### src/rtl/order_dispatch_ctrl_if.sv
// Command, engine and status bundle for order_dispatch_ctrl.
// slave: the dispatcher side; master: feed decoder / engines / observers.
interface order_dispatch_ctrl_if;
    logic        cmd_valid;
    logic        cmd_ready;
    logic [1:0]  cmd_op;
    logic [15:0] cmd_price;
    logic [7:0]  cmd_qty;
    logic [1:0]  eng_start;
    logic [15:0] eng_price;
    logic [7:0]  eng_qty;
    logic [1:0]  eng_done;
    logic [15:0] eng_best_price;
    logic [8:0]  book_size;
    logic [15:0] best_price;
    logic        price_valid;
    logic        err;
    logic [1:0]  err_code;
    logic [15:0] stat_add;
    logic [15:0] stat_cxl;
    logic [15:0] stat_rej;

    modport slave (
        input  cmd_valid, cmd_op, cmd_price, cmd_qty, eng_done, eng_best_price,
        output cmd_ready, eng_start, eng_price, eng_qty, book_size, best_price,
               price_valid, err, err_code, stat_add, stat_cxl, stat_rej
    );

    modport master (
        output cmd_valid, cmd_op, cmd_price, cmd_qty, eng_done, eng_best_price,
        input  cmd_ready, eng_start, eng_price, eng_qty, book_size, best_price,
               price_valid, err, err_code, stat_add, stat_cxl, stat_rej
    );
endinterface

### src/rtl/order_dispatch_ctrl.sv
// Order command sequencer: screens against book occupancy, dispatches to add/cancel engines,
// times out silent engines. Optional statistics counters under DISPATCH_STATS_EN.
module order_dispatch_ctrl #(
    parameter int unsigned DEPTH   = 256,
    parameter int unsigned TIMEOUT = 64
) (
    input  logic                 clk,
    input  logic                 rst_n,
    order_dispatch_ctrl_if.slave bus
);
    localparam logic [8:0] L_DEPTH    = 9'(DEPTH);
    localparam logic [7:0] L_WAIT_MAX = 8'(TIMEOUT - 1);

    typedef enum logic {StIdle, StWait} state_e;
    typedef enum logic [1:0] {ErrFull, ErrEmpty, ErrBadOp, ErrTimeout} err_e;

    state_e      r_state;
    logic        r_cmd_ready;
    logic        r_op_cxl;
    logic [7:0]  r_wait_cnt;
    logic [1:0]  r_eng_start;
    logic [15:0] r_eng_price;
    logic [7:0]  r_eng_qty;
    logic [8:0]  r_book_size;
    logic [15:0] r_best_price;
    logic        r_price_valid;
    logic        r_err;
    logic [1:0]  r_err_code;

    logic        w_accept;
    logic        w_rej;
    logic [1:0]  w_rej_code;
    logic [1:0]  w_start;
    logic        w_add_done;
    logic        w_cxl_done;
    logic        w_timeout;
    logic [8:0]  w_size_dec;

    always_comb begin
        w_rej      = 1'b0;
        w_rej_code = ErrFull;
        w_start    = 2'b00;
        case (bus.cmd_op)
            2'd0: begin
                if (r_book_size == L_DEPTH) begin
                    w_rej      = 1'b1;
                    w_rej_code = ErrFull;
                end else begin
                    w_start = 2'b01;
                end
            end
            2'd1: begin
                if (r_book_size == 9'd0) begin
                    w_rej      = 1'b1;
                    w_rej_code = ErrEmpty;
                end else begin
                    w_start = 2'b10;
                end
            end
            default: begin
                w_rej      = 1'b1;
                w_rej_code = ErrBadOp;
            end
        endcase
    end

    assign w_accept   = (r_state == StIdle) && bus.cmd_valid && r_cmd_ready;
    // Only the dispatched engine's done bit counts; the other bit is a stray.
    assign w_add_done = (r_state == StWait) && !r_op_cxl && bus.eng_done[0];
    assign w_cxl_done = (r_state == StWait) && r_op_cxl && bus.eng_done[1];
    assign w_timeout  = (r_state == StWait) && !w_add_done && !w_cxl_done
                        && (r_wait_cnt == L_WAIT_MAX);
    assign w_size_dec = r_book_size - 9'd1;

    always_ff @(posedge clk or negedge rst_n) begin
        if (!rst_n) begin
            r_state       <= StIdle;
            r_cmd_ready   <= 1'b1;
            r_op_cxl      <= 1'b0;
            r_wait_cnt    <= 8'd0;
            r_eng_start   <= 2'b00;
            r_eng_price   <= 16'd0;
            r_eng_qty     <= 8'd0;
            r_book_size   <= 9'd0;
            r_best_price  <= 16'd0;
            r_price_valid <= 1'b0;
            r_err         <= 1'b0;
            r_err_code    <= 2'd0;
        end else begin
            r_eng_start <= 2'b00;
            r_err       <= 1'b0;
            case (r_state)
                StIdle: begin
                    if (w_accept) begin
                        r_eng_price <= bus.cmd_price;
                        r_eng_qty   <= bus.cmd_qty;
                        if (w_rej) begin
                            r_err      <= 1'b1;
                            r_err_code <= w_rej_code;
                        end else begin
                            r_eng_start <= w_start;
                            r_op_cxl    <= w_start[1];
                            r_wait_cnt  <= 8'd0;
                            r_cmd_ready <= 1'b0;
                            r_state     <= StWait;
                        end
                    end
                end
                StWait: begin
                    if (w_add_done) begin
                        r_book_size   <= r_book_size + 9'd1;
                        r_best_price  <= bus.eng_best_price;
                        r_price_valid <= 1'b1;
                        r_cmd_ready   <= 1'b1;
                        r_state       <= StIdle;
                    end else if (w_cxl_done) begin
                        r_book_size <= w_size_dec;
                        if (w_size_dec == 9'd0) begin
                            r_best_price  <= 16'd0;
                            r_price_valid <= 1'b0;
                        end else begin
                            r_best_price <= bus.eng_best_price;
                        end
                        r_cmd_ready <= 1'b1;
                        r_state     <= StIdle;
                    end else if (w_timeout) begin
                        r_err       <= 1'b1;
                        r_err_code  <= ErrTimeout;
                        r_cmd_ready <= 1'b1;
                        r_state     <= StIdle;
                    end else begin
                        r_wait_cnt <= r_wait_cnt + 8'd1;
                    end
                end
                default: r_state <= StIdle;
            endcase
        end
    end

`ifdef DISPATCH_STATS_EN
    logic [15:0] r_stat_add;
    logic [15:0] r_stat_cxl;
    logic [15:0] r_stat_rej;

    always_ff @(posedge clk or negedge rst_n) begin
        if (!rst_n) begin
            r_stat_add <= 16'd0;
            r_stat_cxl <= 16'd0;
            r_stat_rej <= 16'd0;
        end else begin
            if (w_add_done && (r_stat_add != 16'hFFFF)) r_stat_add <= r_stat_add + 16'd1;
            if (w_cxl_done && (r_stat_cxl != 16'hFFFF)) r_stat_cxl <= r_stat_cxl + 16'd1;
            if (((w_accept && w_rej) || w_timeout) && (r_stat_rej != 16'hFFFF)) begin
                r_stat_rej <= r_stat_rej + 16'd1;
            end
        end
    end

    assign bus.stat_add = r_stat_add;
    assign bus.stat_cxl = r_stat_cxl;
    assign bus.stat_rej = r_stat_rej;
`else
    assign bus.stat_add = 16'd0;
    assign bus.stat_cxl = 16'd0;
    assign bus.stat_rej = 16'd0;
`endif

    assign bus.cmd_ready   = r_cmd_ready;
    assign bus.eng_start   = r_eng_start;
    assign bus.eng_price   = r_eng_price;
    assign bus.eng_qty     = r_eng_qty;
    assign bus.book_size   = r_book_size;
    assign bus.best_price  = r_best_price;
    assign bus.price_valid = r_price_valid;
    assign bus.err         = r_err;
    assign bus.err_code    = r_err_code;
endmodule

### src/flat_wrapper.sv
// flat-port wrapper written by rule: the top's interface ports become plain ports
module order_dispatch_ctrl_flat 
#(
    parameter int unsigned DEPTH   = 256,
    parameter int unsigned TIMEOUT = 64
)
  (clk, rst_n, bus_cmd_valid, bus_cmd_op, bus_cmd_price, bus_cmd_qty, bus_eng_done, bus_eng_best_price, bus_cmd_ready, bus_eng_start, bus_eng_price, bus_eng_qty, bus_book_size, bus_best_price, bus_price_valid, bus_err, bus_err_code, bus_stat_add, bus_stat_cxl, bus_stat_rej);
  order_dispatch_ctrl_if bus_i ();
  input  logic clk;
  input  logic rst_n;
  input wire logic [$bits(bus_i.cmd_valid)-1:0] bus_cmd_valid;
  input wire logic [$bits(bus_i.cmd_op)-1:0] bus_cmd_op;
  input wire logic [$bits(bus_i.cmd_price)-1:0] bus_cmd_price;
  input wire logic [$bits(bus_i.cmd_qty)-1:0] bus_cmd_qty;
  input wire logic [$bits(bus_i.eng_done)-1:0] bus_eng_done;
  input wire logic [$bits(bus_i.eng_best_price)-1:0] bus_eng_best_price;
  output wire logic [$bits(bus_i.cmd_ready)-1:0] bus_cmd_ready;
  output wire logic [$bits(bus_i.eng_start)-1:0] bus_eng_start;
  output wire logic [$bits(bus_i.eng_price)-1:0] bus_eng_price;
  output wire logic [$bits(bus_i.eng_qty)-1:0] bus_eng_qty;
  output wire logic [$bits(bus_i.book_size)-1:0] bus_book_size;
  output wire logic [$bits(bus_i.best_price)-1:0] bus_best_price;
  output wire logic [$bits(bus_i.price_valid)-1:0] bus_price_valid;
  output wire logic [$bits(bus_i.err)-1:0] bus_err;
  output wire logic [$bits(bus_i.err_code)-1:0] bus_err_code;
  output wire logic [$bits(bus_i.stat_add)-1:0] bus_stat_add;
  output wire logic [$bits(bus_i.stat_cxl)-1:0] bus_stat_cxl;
  output wire logic [$bits(bus_i.stat_rej)-1:0] bus_stat_rej;
  assign bus_i.cmd_valid = bus_cmd_valid;
  assign bus_i.cmd_op = bus_cmd_op;
  assign bus_i.cmd_price = bus_cmd_price;
  assign bus_i.cmd_qty = bus_cmd_qty;
  assign bus_i.eng_done = bus_eng_done;
  assign bus_i.eng_best_price = bus_eng_best_price;
  assign bus_cmd_ready = bus_i.cmd_ready;
  assign bus_eng_start = bus_i.eng_start;
  assign bus_eng_price = bus_i.eng_price;
  assign bus_eng_qty = bus_i.eng_qty;
  assign bus_book_size = bus_i.book_size;
  assign bus_best_price = bus_i.best_price;
  assign bus_price_valid = bus_i.price_valid;
  assign bus_err = bus_i.err;
  assign bus_err_code = bus_i.err_code;
  assign bus_stat_add = bus_i.stat_add;
  assign bus_stat_cxl = bus_i.stat_cxl;
  assign bus_stat_rej = bus_i.stat_rej;
  order_dispatch_ctrl #(.DEPTH(DEPTH), .TIMEOUT(TIMEOUT)) u_core (.clk(clk), .rst_n(rst_n), .bus(bus_i));
endmodule
### config.mk
export PLATFORM = sky130hd
export DESIGN_NAME = order_dispatch_ctrl_flat
export DESIGN_NICKNAME = d
export VERILOG_FILES = /design/src/rtl/order_dispatch_ctrl_if.sv /design/src/rtl/order_dispatch_ctrl.sv /design/src/flat_wrapper.sv
export SDC_FILE = /design/constraint.sdc
export NUM_CORES = 1
export LEC_CHECK = 0
export BUFFER_PORTS_ARGS = -buffer_cell sky130_fd_sc_hd__buf_2
export CAP_MARGIN = 20
export CELL_PAD_IN_SITES_DETAIL_PLACEMENT = 0
export CELL_PAD_IN_SITES_GLOBAL_PLACEMENT = 1
export CORE_AREA = 2 2 98 100
export DETAILED_ROUTE_END_ITERATION = 10
export DIE_AREA = 0 0 100 102
export GPL_ROUTABILITY_DRIVEN = 0
export GPL_TIMING_DRIVEN = 0
export HOLD_SLACK_MARGIN = 0.1
export MAX_ROUTING_LAYER = met4
export PLACE_DENSITY_LB_ADDON = 0.3
export SYNTH_ARGS = -nofsm -noshare
export SYNTH_HDL_FRONTEND = slang
export SYNTH_SLANG_ARGS = --single-unit
export TNS_END_PERCENT = 50
### constraint.sdc
create_clock -name clk -period 3.8 [get_ports clk]
set_clock_uncertainty 0.2 [all_clocks]
set_input_delay 0.38 -clock clk [delete_from_list [all_inputs] [get_ports clk]]
set_output_delay 0.38 -clock clk [all_outputs]
set_load 0.03 [all_outputs]
# Word-level counts from Yosys, hierarchy flattened
# Index checks and enable logic that the tools add are counted.
[totals] reg_bits=66 in_bits=47
[classes] add_sub_neg=3 eq_ne=11 mux=49 n_bitwise=2 n_reduce_logical=24
[ops] operator="two-way mux 16 bit" count=3
[ops] operator="two-way mux 8 bit" count=5
[ops] operator="two-way mux 1 bit" count=22
[ops] operator="zero test 9 bit" count=2
[ops] operator="two-way mux 2 bit" count=9
[ops] operator="two-way mux 9 bit" count=2
[ops] operator="one-hot mux 8 bit (2 select lines)" count=1
[ops] operator="one-hot mux 2 bit (2 select lines)" count=3
[ops] operator="inequality test 2 bit, second input constant" count=5
[ops] operator="AND reduction 5 bit" count=2
[ops] operator="adder 9 x 1 -> 9 bit, second input constant" count=1
[ops] operator="== test 9 bit, second input constant" count=1
[ops] operator="logical AND 1 bit" count=9
[ops] operator="AND reduction 3 bit" count=3
[ops] operator="subtractor 9 x 1 -> 9 bit, second input constant" count=1
[ops] operator="adder 8 x 1 -> 8 bit, second input constant" count=1
[ops] operator="== test 8 x 6 -> 1 bit, second input constant" count=1
[ops] operator="one-hot mux 1 bit (2 select lines)" count=4
[ops] operator="inequality test 2 x 1 -> 1 bit, second input constant" count=2
[ops] operator="inequality test 4 bit, second input constant" count=1
[ops] operator="AND reduction 2 bit" count=2
[ops] operator="nonzero test 2 bit" count=2
[ops] operator="zero test 1 bit" count=3
[ops] operator="== test 2 x 1 -> 1 bit, second input constant" count=1
[ops] operator="2 further kinds" count=3

# Longest topological paths before layout
[depth] ltp_word=11 ltp_mapped=7

# Worst setup path before layout
# OpenSTA, ideal clock, no wires.
[synth_timing] path_type="register -> register" startpoint="register u_core.r_book_size[2], in the netlist u_core.bus.book_size[2]" endpoint="register u_core.r_best_price[10], in the netlist u_core.bus.best_price[10]" t_arrival_ns=2.257 path_slack_ns=1.224 stages_incl_launch_ff=7 path_cell_list="dfrtp_1 -> buf_6 -> or4_4 -> or3_4 -> a2111oi_4 -> buf_6 -> nor2_1"
[synth_between] elab_chain_len=5
[synth_lines] element="from (decl)" line="order_dispatch_ctrl.sv:24" rtl="logic [8:0] r_book_size;"
[synth_lines] element="from (signal assigned)" line="order_dispatch_ctrl.sv:111" rtl="r_book_size <= r_book_size + 9'd1;"
[synth_lines] element="from (signal assigned)" line="order_dispatch_ctrl.sv:117" rtl="r_book_size <= w_size_dec;"
[synth_lines] element="subtractor 9 x 1 -> 9 bit" line="order_dispatch_ctrl.sv:73" rtl="assign w_size_dec = r_book_size - 9'd1;"
[synth_lines] element="zero test 9 bit" line="order_dispatch_ctrl.sv:118" rtl="if (w_size_dec == 9'd0) begin"
[synth_lines] element="two-way mux 16 bit" line="order_dispatch_ctrl.sv:118"
[synth_lines] element="two-way mux 16 bit" line="order_dispatch_ctrl.sv:116" rtl="end else if (w_cxl_done) begin"
[synth_lines] element="two-way mux 16 bit" line="order_dispatch_ctrl.sv:110" rtl="if (w_add_done) begin"
[synth_lines] element="to (signal assigned)" line="order_dispatch_ctrl.sv:112" rtl="r_best_price <= bus.eng_best_price;"
[synth_lines] element="to (signal assigned)" line="order_dispatch_ctrl.sv:122" rtl="r_best_price <= bus.eng_best_price;"
[synth_lines] element="to (decl)" line="order_dispatch_ctrl.sv:25" rtl="logic [15:0] r_best_price;"
# No other way between the ends. The select of a mux whose other input is x is not followed.
# A chain may end at the register's enable or synchronous reset.

# Worst setup path after layout
[layout_timing] startpoint="register u_core.r_book_size[0], in the netlist u_core.bus.book_size[0]" endpoint="register u_core.r_best_price[7], in the netlist u_core.bus.best_price[7]"
# The elaborated chain is that of the path after synthesis.

==> summary.md <==
| Metric | Value |
|---|---|
| Reg area | 1650 sq um |
| Post-DR vias/cell | 4.46 |
| Area of the multi-input gates | between 1000 and 1500 sq um |
| Fill count | around 840 |
| Max_cap viols | 0 |
| Count of warnings emitted by yosys | 0 |
| Slowest stage delay, CP | 0.63 ns |
| Layout cells sized above 1 | 0.386 |
| Port bufs | 102 |
| Data required, critical path | between 3 and 4 ns |
| Fin cells | 627 |
| Num CTS Buffers | 9 |
| DP Wirelength | between 5000 and 6000 microns |
| Peak VDD IR | 416 uV |
| CTS tree | yes |
| Sequential element share of the synthesized area | 0.484 |
| Vias post-DR | ~2800 |
| Skew-Pair Late Insertion Delay | around 0.34 ns |
| RSZ-0062 raised after global routing | no |
| Initial core utilization | 0.375 |
| Crit path kind | reg2reg |
| Fmax achieved | 360 MHz |
| Average size of a mapped cell | about 11 sq um |
| Iteration-0 DRC Markers | 132 |
| Final hold vios | 0 |
| Gr ovfl total | 0 |
| NetSw | between 1.5 and 2 mW |
| All-layer global routing usage | 0.162 |
| Async set or reset register ratio after synthesis | 1.00 |
| Combinational power share | 0.496 |
| CP startpoint kind | flip-flop |
| CTS max path bufs | 2 |
| Number of H-tree levels | 3 |
| Seq pwr share | 0.327 |
| Leak | ~2.6 nW |
| Critical Path Fanout Max | 10 |
| Status | completed |
| Post-synthesis register bit count | between 60 and 70 |
| Post-layout nets | 563 |
| Area of the die | slightly above 10000 sq um |
| Antenna-violating nets left | 0 |
| Layout area overhead | 43.0% |
| CP endpoint kind | flip-flop |
| ANT cells | 0 |
| Synth cell types | 52 |
| Clock power frac | 0.177 |
| Core region area | 9110 sq um |
| Average wire per standard cell | approximately 13 microns |
| Post-synth top flop | dfrtp_1 |
| Crit-path cells | inv_1 -> ha_1 -> nor3b_1 -> xnor2_1 -> a2111oi_4 -> buf_6 -> nor2_1 |
| Slew HR | 0.445 |
| Hold WC Path Type | in2reg |
| Clk sinks | 66 |
| Via count of the first global-routing pass | approximately 2700 |
| Worst path slowest cell | a2111oi_4 |
| P_int | ~2 mW |
| Fin crit share | 0.730 |
| Post-synthesis instance total | roughly 310 |
| Sw Share | 0.445 |
| Power per cell area | 738 nW/um^2 |
| DR pass1 iterations | 4 |
| Least-Margin Pin Slew | 0.832 ns |
| Worst EP arrival | ~2.8 ns |
| Clock root buffer | clkbuf_8 |
| Largest net degree at the start of global routing | 67 |
| Setup violations, final | 0 |
| IO Pins | 151 |
| Final WL | 7930 microns |
| CP top delay family | compound AO/OA/AOI/OAI gates |
| Setup_tns | 0 ns |
| Mapped Area | roughly 3400 sq um |
| DRC Markers | 0 |
| Die Y | 102 microns |
| Clock slew at reported path FFs | roughly 0.07 ns |
| Tmin final | between 2 and 3 ns |
| Fin. max-slew vios | 0 |
| Site row count | 35 |
| Chip width | 100 microns |
| Initial antenna violation count | 0 |
| First-pass GRT wire length | ~13000 microns |
| Post-synth EDFFs | 0 |
| Cells after DPL | roughly 570 |
| WP buf/inv | 2 |
[final timing paths]
path	startpoint	endpoint	slack [ns]	cells after the start
hold reg to reg	u_core.bus.eng_price[6]	u_core.bus.eng_price[6]	0.30	1
max in group asynchronous	rst_n	u_core.bus.best_price[9]	2.35	2
hold / removal	bus_cmd_op[1]	u_core.bus.err_code[1]	0.17	3
setup reg to reg	u_core.bus.book_size[0]	u_core.bus.best_price[7]	1.02	7
min in group asynchronous	rst_n	u_core.bus.eng_price[12]	0.50	2
setup / recovery	u_core.bus.book_size[0]	u_core.bus.best_price[7]	1.02	7
[cell usage in the layout (no fill, tap or decap), drive strengths merged, types with 3 or more instances in the layout]
cell         count
o21ai           10
xnor2            8
nand3            7
clkbuf          21
nor2            24
mux2            24
o211ai           4
a21oi            5
conb            48
clkinv           3
or4              5
buf            155
ha               5
nand2            7
inv             12
and3             5
mux2i           17
xor2             3
dfrtp           65
or3              5
dlygate4sd3     43
[what timing repair did]
action                                 4_1_cts  5_1_grt
gates resized for setup                      0        0
endpoints found under the hold margin      106        0
buffers inserted                             0        0
hold buffers                                43        0
[routing by layer]
metal | vias to the layer above | GRT usage | wire, microns
met2 | 100 | 0.274 | 4000
met4 | 0 | 0.0685 | 159
li1 | 1378 | - | -
met3 | 10 | 0.0294 | 424
met1 | 1308 | 0.190 | 3350
met5 | - | - | 0
[synth_stat cells, drive strengths merged (3+ instances only)]
cell type | count | share of area
a21oi | 5 | 0.0073
and3 | 5 | 0.0095
buf | 53 | 0.12
clkbuf | 10 | 0.011
dfrtp | 65 | 0.48
ha | 5 | 0.018
inv | 12 | 0.013
mux2 | 24 | 0.079
mux2i | 17 | 0.050
nand2 | 7 | 0.0077
nand3 | 7 | 0.010
nor2 | 24 | 0.026
o211ai | 4 | 0.0088
o21ai | 10 | 0.015
or3 | 5 | 0.011
or4 | 5 | 0.012
xnor2 | 8 | 0.021
xor2 | 3 | 0.0077
[metrics by stage]
step | area [sq um] | setup WS [ns] | utilization | total power, mW | hold slack [ns]
final | 4880 | 1.02 | 0.536 | 3.61 | 0.167
after global routing | 4880 | 0.770 | 0.536 | 3.84 | 0.187
after CTS | 4880 | 0.970 | 0.536 | 3.64 | 0.151
after detailed placement | 4240 | 0.987 | 0.466 | 2.95 | 0.288
after global placement | 4240 | 1.05 | 0.466 | 2.92 | 0.283
after floorplan | 3590 | 1.22 | - | 2.46 | -0.116
[registers in the layout, indices dropped and copies added, names as in the netlist]
name	cells
u_core.bus.book_size	9
u_core.bus.price_valid	1
u_core.bus.eng_start	2
u_core.r_wait_cnt	8
u_core.bus.cmd_ready	1
u_core.bus.eng_price	16
u_core.bus.best_price	16
u_core.r_op_cxl	1
u_core.bus.err_code	2
u_core.bus.eng_qty	8
u_core.r_state	1
u_core.bus.err	1
[power by group through the flow]
stage / clock network (mW) / logic (mW) / registers (mW)
after CTS: 0.660 / 1.79 / 1.18
after floorplan: 0 / 0.713 / 1.75
after global routing: 0.695 / 1.92 / 1.23
final: 0.639 / 1.79 / 1.18
after global placement: 0 / 1.73 / 1.18
after detailed placement: 0 / 1.76 / 1.19
[layout make-up]
cell class              count  area share
repair buffers            145       0.193
inverters                  12     0.00922
plain buffers              63      0.0889
well taps                 111      0.0284
multi-input cells         214       0.299
clock buffers              11      0.0269
clock inverters             5      0.0161
flip-flops and latches     66       0.338
[kinds of logic after synthesis]
logic type	share of synthesized area
AND/OR/NAND/NOR	0.111
AO/OA/AOI/OAI	0.0876
buffers and inverters	0.140
multiplexers	0.129
flip-flops	0.484
adder cells (fa/ha/maj)	0.0183
XOR/XNOR	0.0282
other	0.00110
[tightest hold or removal path, cell delays in order]
cell,delay [ns]
buf_2,0.12
inv_1,0.07
o21ai_0,0.08
Note: power is estimated with default switching activity, not from simulation.
